<file path="config.mk">
export PLATFORM = sky130hd
export DESIGN_NAME = rst_sequencer
export DESIGN_NICKNAME = d
export VERILOG_FILES = /design/src/rtl/rst_seq_pkg.sv /design/src/rtl/rst_seq_timer.sv /design/src/rtl/rst_sequencer.sv
export SDC_FILE = /design/constraint.sdc
export NUM_CORES = 1
export LEC_CHECK = 0
export ABC_CLOCK_PERIOD_IN_PS = 6740
export BUFFER_PORTS_ARGS = -buffer_cell sky130_fd_sc_hd__buf_4
export CORE_UTILIZATION = 45
export CTS_CLUSTER_DIAMETER = 80
export CTS_CLUSTER_SIZE = 40
export DETAILED_ROUTE_END_ITERATION = 6
export MAX_ROUTING_LAYER = met4
export PLACE_DENSITY_LB_ADDON = 0.05
export SYNTH_ARGS = -nofsm -noshare
export SYNTH_HDL_FRONTEND = slang
export SYNTH_HIERARCHICAL = 1
export SYNTH_SLANG_ARGS = --single-unit
</file>
<file path="constraint.sdc">
create_clock -name clk -period 6.74 [get_ports clk]
set_clock_uncertainty 0.2 [all_clocks]
set_input_delay 1.011 -clock clk [delete_from_list [all_inputs] [get_ports clk]]
set_output_delay 1.011 -clock clk [all_outputs]
set_load 0.03 [all_outputs]
</file>
<file path="src/rtl/rst_seq_pkg.sv">
// Shared types and helpers for the AHB reset sequencer.
package rst_seq_pkg;

    typedef enum logic [1:0] {
        HOLD    = 2'b00,
        RELEASE = 2'b01,
        RUN     = 2'b10,
        QUIESCE = 2'b11
    } state_t;

    typedef enum logic [1:0] {
        CAUSE_POR   = 2'b00,
        CAUSE_SW    = 2'b01,
        CAUSE_WDT   = 2'b10,
        CAUSE_SW_TO = 2'b11
    } cause_t;

    function automatic int max3(input int a, input int b, input int c);
        int m;
        m = a;
        if (b > m) m = b;
        if (c > m) m = c;
        return m;
    endfunction

endpackage

</file>
<file path="src/rtl/rst_seq_timer.sv">
// Clearable up-counter with a terminal-compare flag; one instance serves the
// hold, gap and quiesce timeouts since only one is ever active at a time.
module rst_seq_timer #(
    parameter int CNT_W = 6
) (
    input  logic             clk,
    input  logic             rst,
    input  logic             clr,
    input  logic [CNT_W-1:0] term,
    output logic             hit
);

    logic [CNT_W-1:0] cnt;

    always_ff @(posedge clk) begin
        if (rst) begin
            cnt <= '0;
        end else if (clr) begin
            cnt <= '0;
        end else begin
            cnt <= cnt + CNT_W'(1);
        end
    end

    assign hit = (cnt == term);

endmodule

</file>
<file path="src/rtl/rst_sequencer.sv">
// Reset sequencer: asserts all domain resets together, releases them in index
// order, and services software (with bus quiesce) and watchdog reset requests.
module rst_sequencer
    import rst_seq_pkg::*;
#(
    parameter int N_DOM       = 3,
    parameter int HOLD_CYCLES = 16,
    parameter int GAP_CYCLES  = 4,
    parameter int QTO_CYCLES  = 64
) (
    input  logic             clk,
    input  logic             rst,
    input  logic             sw_rst_req,
    input  logic             wdt_rst_req,
    input  logic             quiesce_ack,
    output logic             quiesce_req,
    output logic [N_DOM-1:0] dom_rst,
    output logic             rst_done,
    output logic             busy,
    output logic [1:0]       rst_cause
);

    localparam int CNT_MAX = max3(HOLD_CYCLES, GAP_CYCLES, QTO_CYCLES);
    localparam int CNT_W   = (CNT_MAX > 1) ? $clog2(CNT_MAX) : 1;
    localparam int IDX_W   = $clog2(N_DOM + 1);

    localparam logic [CNT_W-1:0] HOLD_TERM = CNT_W'(HOLD_CYCLES - 1);
    localparam logic [CNT_W-1:0] GAP_TERM  = CNT_W'(GAP_CYCLES - 1);
    localparam logic [CNT_W-1:0] QTO_TERM  = CNT_W'(QTO_CYCLES - 1);

    state_t           state_q, state_d;
    logic [IDX_W-1:0] idx_q, idx_d;
    logic [N_DOM-1:0] dom_rst_q, dom_rst_d;
    logic             qreq_q, qreq_d;
    logic             done_q, done_d;
    logic             busy_q, busy_d;
    cause_t           cause_q, cause_d;

    logic             cnt_clr;
    logic [CNT_W-1:0] cnt_term;
    logic             cnt_hit;
    logic             enter_hold;
    cause_t           hold_cause;

    rst_seq_timer #(
        .CNT_W(CNT_W)
    ) u_timer (
        .clk  (clk),
        .rst  (rst),
        .clr  (cnt_clr),
        .term (cnt_term),
        .hit  (cnt_hit)
    );

    always_ff @(posedge clk) begin
        if (rst) begin
            state_q   <= HOLD;
            idx_q     <= '0;
            dom_rst_q <= '1;
            qreq_q    <= 1'b0;
            done_q    <= 1'b0;
            busy_q    <= 1'b1;
            cause_q   <= CAUSE_POR;
        end else begin
            state_q   <= state_d;
            idx_q     <= idx_d;
            dom_rst_q <= dom_rst_d;
            qreq_q    <= qreq_d;
            done_q    <= done_d;
            busy_q    <= busy_d;
            cause_q   <= cause_d;
        end
    end

    // Every path back to HOLD funnels through enter_hold so the re-assert
    // behaviour is identical whatever triggered it.
    always_comb begin
        state_d    = state_q;
        idx_d      = idx_q;
        dom_rst_d  = dom_rst_q;
        qreq_d     = qreq_q;
        done_d     = done_q;
        busy_d     = busy_q;
        cause_d    = cause_q;
        cnt_clr    = 1'b0;
        cnt_term   = '0;
        enter_hold = 1'b0;
        hold_cause = cause_q;

        unique case (state_q)
            HOLD: begin
                cnt_term = HOLD_TERM;
                if (wdt_rst_req) begin
                    enter_hold = 1'b1;
                    hold_cause = CAUSE_WDT;
                end else if (cnt_hit) begin
                    dom_rst_d[0] = 1'b0;
                    idx_d        = IDX_W'(1);
                    cnt_clr      = 1'b1;
                    state_d      = RELEASE;
                end
            end
            RELEASE: begin
                cnt_term = GAP_TERM;
                if (wdt_rst_req) begin
                    enter_hold = 1'b1;
                    hold_cause = CAUSE_WDT;
                end else if (cnt_hit) begin
                    cnt_clr = 1'b1;
                    if (idx_q < IDX_W'(N_DOM)) begin
                        for (int i = 0; i < N_DOM; i++) begin
                            if (idx_q == IDX_W'(i)) dom_rst_d[i] = 1'b0;
                        end
                        idx_d = idx_q + IDX_W'(1);
                    end else begin
                        state_d = RUN;
                        done_d  = 1'b1;
                        busy_d  = 1'b0;
                    end
                end
            end
            RUN: begin
                // Counter parked at zero so QUIESCE always starts a fresh timeout.
                cnt_clr = 1'b1;
                if (wdt_rst_req) begin
                    enter_hold = 1'b1;
                    hold_cause = CAUSE_WDT;
                end else if (sw_rst_req) begin
                    state_d = QUIESCE;
                    qreq_d  = 1'b1;
                    done_d  = 1'b0;
                    busy_d  = 1'b1;
                end
            end
            QUIESCE: begin
                cnt_term = QTO_TERM;
                if (wdt_rst_req) begin
                    enter_hold = 1'b1;
                    hold_cause = CAUSE_WDT;
                end else if (quiesce_ack) begin
                    enter_hold = 1'b1;
                    hold_cause = CAUSE_SW;
                end else if (cnt_hit) begin
                    enter_hold = 1'b1;
                    hold_cause = CAUSE_SW_TO;
                end
            end
            default: begin
                enter_hold = 1'b1;
                hold_cause = CAUSE_POR;
            end
        endcase

        if (enter_hold) begin
            state_d   = HOLD;
            idx_d     = '0;
            dom_rst_d = '1;
            qreq_d    = 1'b0;
            done_d    = 1'b0;
            busy_d    = 1'b1;
            cnt_clr   = 1'b1;
            cause_d   = hold_cause;
        end
    end

    assign quiesce_req = qreq_q;
    assign dom_rst     = dom_rst_q;
    assign rst_done    = done_q;
    assign busy        = busy_q;
    assign rst_cause   = cause_q;

endmodule

</file>
Yosys cells after proc, flatten, opt, wreduce, memory -nomap -nowiden:

Index checks and enable logic that the tools add are counted.

* bits in registers: 18
* output and inout port bits: 8
* logic and storage cells: 93
* input bits: 5

* eq/ne operators: 17
* multiplexer cells: 45
* $lt $le $gt $ge: 1
* reductions and logical operators: 17
* add/sub/neg operators: 2
* bitwise gates (word level): 1

Operator list (number)
* two-way mux 2 bit: 14
* two-way mux 1 bit: 22
* inequality test 2 bit (second input constant): 9
* case mux 6 bit (3 select lines): 1
* AND reduction 6 bit: 2
* case mux 1 bit (2 select lines): 5
* AND reduction 5 bit: 2
* case mux 2 bit (2 select lines): 2
* AND reduction 8 bit: 1
* AND reduction 7 bit: 1
* adder 6 x 1 -> 6 bit (second input constant): 1
* == test 2 bit (second input constant): 3
* == test 6 bit: 1
* case mux 2 bit (3 select lines): 1
* AND reduction 3 bit: 2
* OR reduction 2 bit: 3
* == test 2 x 1 -> 1 bit (second input constant): 2
* logical NOT 2 bit: 2
* inequality test 4 bit (second input constant): 1
* nonzero test 2 bit: 2
* nonzero test 3 bit: 1
* OR reduction 3 bit: 1
* adder 2 x 1 -> 2 bit (second input constant): 1
* less-than comparator 2 bit (second input constant): 1
* 2 further kinds: 2

Depth between registers and ports, before layout:

* depth in word-level cells: 9
* depth in mapped cells: 11

Modules after synthesis:

The synthesis kept the hierarchy.

Modules (own cells, without submodules)
* rst_sequencer: cells each 85, times used 1, area an instance 733.2 sq um
* rst_seq_timer: cells each 31, times used 1, area an instance 289.0 sq um

Least setup slack after synthesis:

No wires, ideal clock.

* path kind: register to register
* start point: reg state_q[1]
* end point: reg state_q[0]
* stages on the path, launching flop included: 11
* slack: 4248 ps
* path buffers: 0
* clock period less this slack: 2492 ps
* arrival time: 2213 ps
* cells stage by stage: dfxtp_1 inv_1 ha_1 inv_1 xnor2_1 nand4_1 nor3_1 nor2b_1 nor2_1 o21a_1 a211oi_2

* longest elaborated chain between the ends: 8
* elaborated cells on any way between the ends: 22

RTL lines
* from (decl): RTL line rst_sequencer.sv:31 `state_t state_q, state_d;`
* from (signal assigned): RTL line rst_sequencer.sv:65 `state_q <= state_d;`
* == test 2 bit, or another cell as far along: RTL line rst_sequencer.sv:90 `unique case (state_q)`
* case mux 6 bit (3 select lines) (*): RTL line rst_sequencer.sv:90
* named net cnt_term[2]: RTL line rst_sequencer.sv:40 `logic [CNT_W-1:0] cnt_term;`
* == test 6 bit (*): RTL line rst_seq_timer.sv:25 `assign hit = (cnt == term);`
* named net cnt_hit: RTL line rst_sequencer.sv:41 `logic cnt_hit;`
* two-way mux 1 bit: RTL line rst_sequencer.sv:143 `end else if (cnt_hit) begin`
* two-way mux 1 bit: RTL line rst_sequencer.sv:140 `end else if (quiesce_ack) begin`
* two-way mux 1 bit: RTL line rst_sequencer.sv:137 `if (wdt_rst_req) begin`
* case mux 1 bit (2 select lines): RTL line rst_sequencer.sv:90
* OR reduction 2 bit (no line)

Mark *: on every way through the listed nets, which the timed path passes. The rest lies on a longest branch.
A chain may end at the register's enable or synchronous reset.

Final worst setup path:

* start point: reg state_q[1]
* end point: reg idx_q[0]

* longest elaborated chain between the ends: 8
* elaborated cells on any way between the ends: 20

RTL lines
* == test 2 bit, or another cell as far along: RTL line rst_sequencer.sv:90
* case mux 6 bit (3 select lines) (*): RTL line rst_sequencer.sv:90
* named net cnt_term[2]: RTL line rst_sequencer.sv:40
* == test 6 bit (*): RTL line rst_seq_timer.sv:25
* named net cnt_hit: RTL line rst_sequencer.sv:41
* two-way mux 1 bit: RTL line rst_sequencer.sv:143
* two-way mux 1 bit: RTL line rst_sequencer.sv:140
* two-way mux 1 bit: RTL line rst_sequencer.sv:137
* case mux 1 bit (2 select lines): RTL line rst_sequencer.sv:90
* OR reduction 2 bit (no line)
* to (signal assigned): RTL line rst_sequencer.sv:66 `idx_q <= idx_d;`
* to (decl): RTL line rst_sequencer.sv:32 `logic [IDX_W-1:0] idx_q, idx_d;`

Marked as above.

==> qor.txt <==
CRITICAL PATH
----------------------------------------------------------------------------
CP max stage delay                                                   0.51 ns
Element type at the critical path end                              flip-flop
Critical path buffers and inverters                                        2
Worst path cell trace                                           inv_1 -> ha_1 -> inv_1 -> xnor2_1 -> nand4_1 -> nor3_1 -> nor2b_1 -> o22ai_1 -> a221oi_1
Required time worst endpoint                                         6.74 ns
Master of the slowest instance on the critical path             sky130_fd_sc_hd__dfxtp_1
Startpoint type of the worst setup path                            flip-flop
Cell class contributing the biggest share of worst-path delay   simple AND/OR/NAND/NOR gates
Endpoint arrival time on the critical path                           2.92 ns
Largest driver fanout on the critical path                                10
Crit Path Class                                                 flip-flop to flip-flop
Crit-path most repeated cell                                    sky130_fd_sc_hd__inv_1

DIE
----------------------------------------------------------------------------
Initial Utilization                                                    0.501
Count of boundary I/O pins                                                13
Die Span Y                                                           49.7 µm
Number of cell rows                                                       16
Area of the core                                                    2040 µm²
Horizontal die dimension                                             49.7 µm
Die area                                                            2470 µm²

DETAILED ROUTING
----------------------------------------------------------------------------
Ratio of routed vias to standard cells                                  5.23
Antenna Nets Post-Route                                                    0
Routed vias                                                              816
DR DRC count                                                               0
TritonRoute pass-1 iters                                                   4
Total Routed Length                                                  1940 µm
Wirelength per Cell                                                  12.4 µm
Initial DRC count                                                         13

JOB
----------------------------------------------------------------------------
Max-cap viol count                                                         0

GLOBAL ROUTING
----------------------------------------------------------------------------
Antenna violations before repair                                           0
First-pass GRT wire length                                           3450 µm
Largest net degree at the start of global routing                         11
Met3 track utilization from global routing                            0.0586
Met2 track utilization from global routing                             0.282
Vias in the first global route                                           746
Highest-utilization routing layer at the global route stage             met2
Overflow left after global routing                                         0
Tot GR Track Use                                                       0.192
Met1 Use GR                                                            0.246

PLACED DESIGN
----------------------------------------------------------------------------
Sum of net half-perimeters after detailed placement                  1500 µm
Gpl congestion                                                         0.871
Cell count after placement                                               152
Area after DPL                                                      1130 µm²
Number of buffers inserted by port buffering                              12

LAYOUT
----------------------------------------------------------------------------
Number of fillers in the final layout                                    196
Proportion of layout cells with a drive suffix above 1                 0.171
Multi-input logic area                                               612 µm²
Area taken by flip-flops and latches                                 360 µm²
Total number of nets in the final design                                 146
Final design area excluding fillers                                 1160 µm²
Ant. Diodes                                                                0
Post-route non-filler standard cell count                                156
Area growth from synthesis to layout                                   13.7%

POWER
----------------------------------------------------------------------------
Total power per unit cell area                                    159 nW/µm²
Switch Pwr                                                         0.0407 mW
Static leakage                                                      0.472 nW
Cell internal pwr                                                   0.144 mW
Worst voltage drop across the vdd grid                              0.128 mV
Comb power frac                                                        0.051
Clk network pwr share                                                  0.364
Relative contribution of sequential cells to total power               0.585
Switching share of power                                               0.220

CLOCK NETWORK
----------------------------------------------------------------------------
Master cell of the clock root buffer                            sky130_fd_sc_hd__clkbuf_4
Worst skew pair latency                                              0.30 ns
Clock Sinks                                                               18
Number of buffers inserted to repair setup after CTS                       0
Clock-pin slew on the worst setup and hold paths                     0.10 ns
CTS max path bufs                                                          2
H-tree depth                                                               1
Resize count post-CTS                                                      0
TritonCTS clock tree                                                     yes
Hold-fix buffers, CTS                                                      0
Number of buffers created by CTS                                           3

TIMING
----------------------------------------------------------------------------
RSZ-0062 raised after global routing                                      no
Least-Margin Pin Slew                                               0.527 ns
Number of slew-limit violations in the final report                        0
Hold Violations, Final                                                     0
Min Clock Period, post-route                                         2.92 ns
Final period util                                                      0.433
Fin Setup TNS                                                           0 ns
Achievable frequency                                               0.343 GHz
Count of endpoints failing setup in the final report                       0
Relative slew slack                                                    0.646

YOSYS
----------------------------------------------------------------------------
Gate Count Post-Synth                                                    116
Flops & latches, synth                                                    18
Share of flip-flops with an asynchronous set or reset                      0
Synthesized area                                                    1020 µm²
Sequential cell area fraction in the yosys report                      0.353
Main synth FF type                                              sky130_fd_sc_hd__dfxtp_1
Number of library cell types mapped by synthesis                          36
Syn. warnings                                                              6
Average cell area after synthesis                                   8.81 µm²
Count of flip-flops with a built-in enable after synthesis                 0
Synthesized net count                                                    132

OUTCOME
----------------------------------------------------------------------------
Outcome                                                            completed

HOLD PATH
----------------------------------------------------------------------------
Worst hold-check path type                                      flip-flop to flip-flop

metal layers:
metal | vias up | part of all wire
li1 | 423 | -
met1 | 373 | 0.50
met2 | 15 | 0.43
met3 | 5 | 0.045
met4 | 0 | 0.017
met5 | - | 0
layout by cell type (no fill, tap or decap), types with 2 or more instances in the layout:
master / instances
sky130_fd_sc_hd__a21oi_1: 8
sky130_fd_sc_hd__buf_4: 12
sky130_fd_sc_hd__clkbuf_4: 3
sky130_fd_sc_hd__dfxtp_1: 18
sky130_fd_sc_hd__ha_1: 11
sky130_fd_sc_hd__inv_1: 8
sky130_fd_sc_hd__nand2_1: 7
sky130_fd_sc_hd__nand3_1: 3
sky130_fd_sc_hd__nor2_1: 12
sky130_fd_sc_hd__nor2b_1: 2
sky130_fd_sc_hd__nor3_1: 3
sky130_fd_sc_hd__o211ai_1: 3
sky130_fd_sc_hd__o21a_1: 3
sky130_fd_sc_hd__o21ai_0: 5
sky130_fd_sc_hd__or3_1: 3
sky130_fd_sc_hd__xnor2_1: 5
sky130_fd_sc_hd__xor2_1: 4
cell type report:
cell class	count	area share
multi-input combinational	87	0.526
tap	27	0.0291
clock buffer	4	0.0312
sequential	18	0.310
inverter	8	0.0258
timing repair buffer	12	0.0775
per-stage QoR:
step	hold WS [ns]	power, mW	setup WS [ns]	utilization
after floorplan	0.251	0.116	4.25	-
final	0.256	0.185	3.82	0.569
after global placement	0.231	0.120	4.04	0.551
after detailed placement	0.244	0.120	3.86	0.551
after global routing	0.284	0.193	3.50	0.569
after CTS	0.261	0.188	3.84	0.569
worst register-to-register path: stages (launching register included):
cell and delay (ns):
sky130_fd_sc_hd__dfxtp_1 0.51, sky130_fd_sc_hd__inv_1 0.13, sky130_fd_sc_hd__ha_1 0.31, sky130_fd_sc_hd__inv_1 0.11
sky130_fd_sc_hd__xnor2_1 0.12, sky130_fd_sc_hd__nand4_1 0.10, sky130_fd_sc_hd__nor3_1 0.41, sky130_fd_sc_hd__nor2b_1 0.44
sky130_fd_sc_hd__o22ai_1 0.18, sky130_fd_sc_hd__a221oi_1 0.32
cell families after synthesis:
kind of cell    after synthesis  share of synthesized area
fa+ha+maj                    11                      0.135
compound gates               27                      0.175
mux                           1                     0.0110
simple gates                 39                      0.201
xor+xnor                      9                     0.0771
flops                        18                      0.353
buf+inv                      11                     0.0490
worst paths after layout:
path              start    endpoint  slack (ns)  cells after the start
max reg2reg  state_q[1]    idx_q[0]        3.82                      9
min          dom_rst[2]  dom_rst[2]        0.26                      2
min reg2reg  dom_rst[2]  dom_rst[2]        0.26                      2
max          state_q[1]    idx_q[0]        3.82                      9
cells in the mapped netlist (2+ instances only):
| master | instances | share of area |
|---|---|---|
| sky130_fd_sc_hd__o21a_1 | 3 | 0.022 |
| sky130_fd_sc_hd__nor2_1 | 12 | 0.044 |
| sky130_fd_sc_hd__xor2_1 | 4 | 0.034 |
| sky130_fd_sc_hd__xnor2_1 | 5 | 0.043 |
| sky130_fd_sc_hd__a21oi_1 | 8 | 0.039 |
| sky130_fd_sc_hd__nand2_1 | 7 | 0.026 |
| sky130_fd_sc_hd__inv_1 | 8 | 0.029 |
| sky130_fd_sc_hd__nor2b_1 | 2 | 0.012 |
| sky130_fd_sc_hd__dfxtp_1 | 18 | 0.35 |
| sky130_fd_sc_hd__or3_1 | 3 | 0.018 |
| sky130_fd_sc_hd__ha_1 | 11 | 0.13 |
| sky130_fd_sc_hd__nor3_1 | 3 | 0.015 |
| sky130_fd_sc_hd__o21ai_0 | 5 | 0.024 |
| sky130_fd_sc_hd__o211ai_1 | 3 | 0.022 |
| sky130_fd_sc_hd__nand3_1 | 3 | 0.015 |
power groups by stage:
stage	clock (mW)	combinational, mW	sequential, mW
2_1_floorplan	0	0.00466	0.111
3_3_place_gp	0	0.00940	0.111
3_5_place_dp	0	0.00949	0.111
4_1_cts	0.0700	0.00952	0.108
5_1_grt	0.0737	0.0104	0.109
6_report	0.0674	0.00953	0.108
sequential cells by signal, summed over array words and instances, names as in the netlist:
signal / flops
u_timer/cnt: 6
quiesce_req: 1
dom_rst: 3
state_q: 2
rst_cause: 2
busy: 1
idx_q: 2
rst_done: 1
Power figures use the tool's default switching activity.
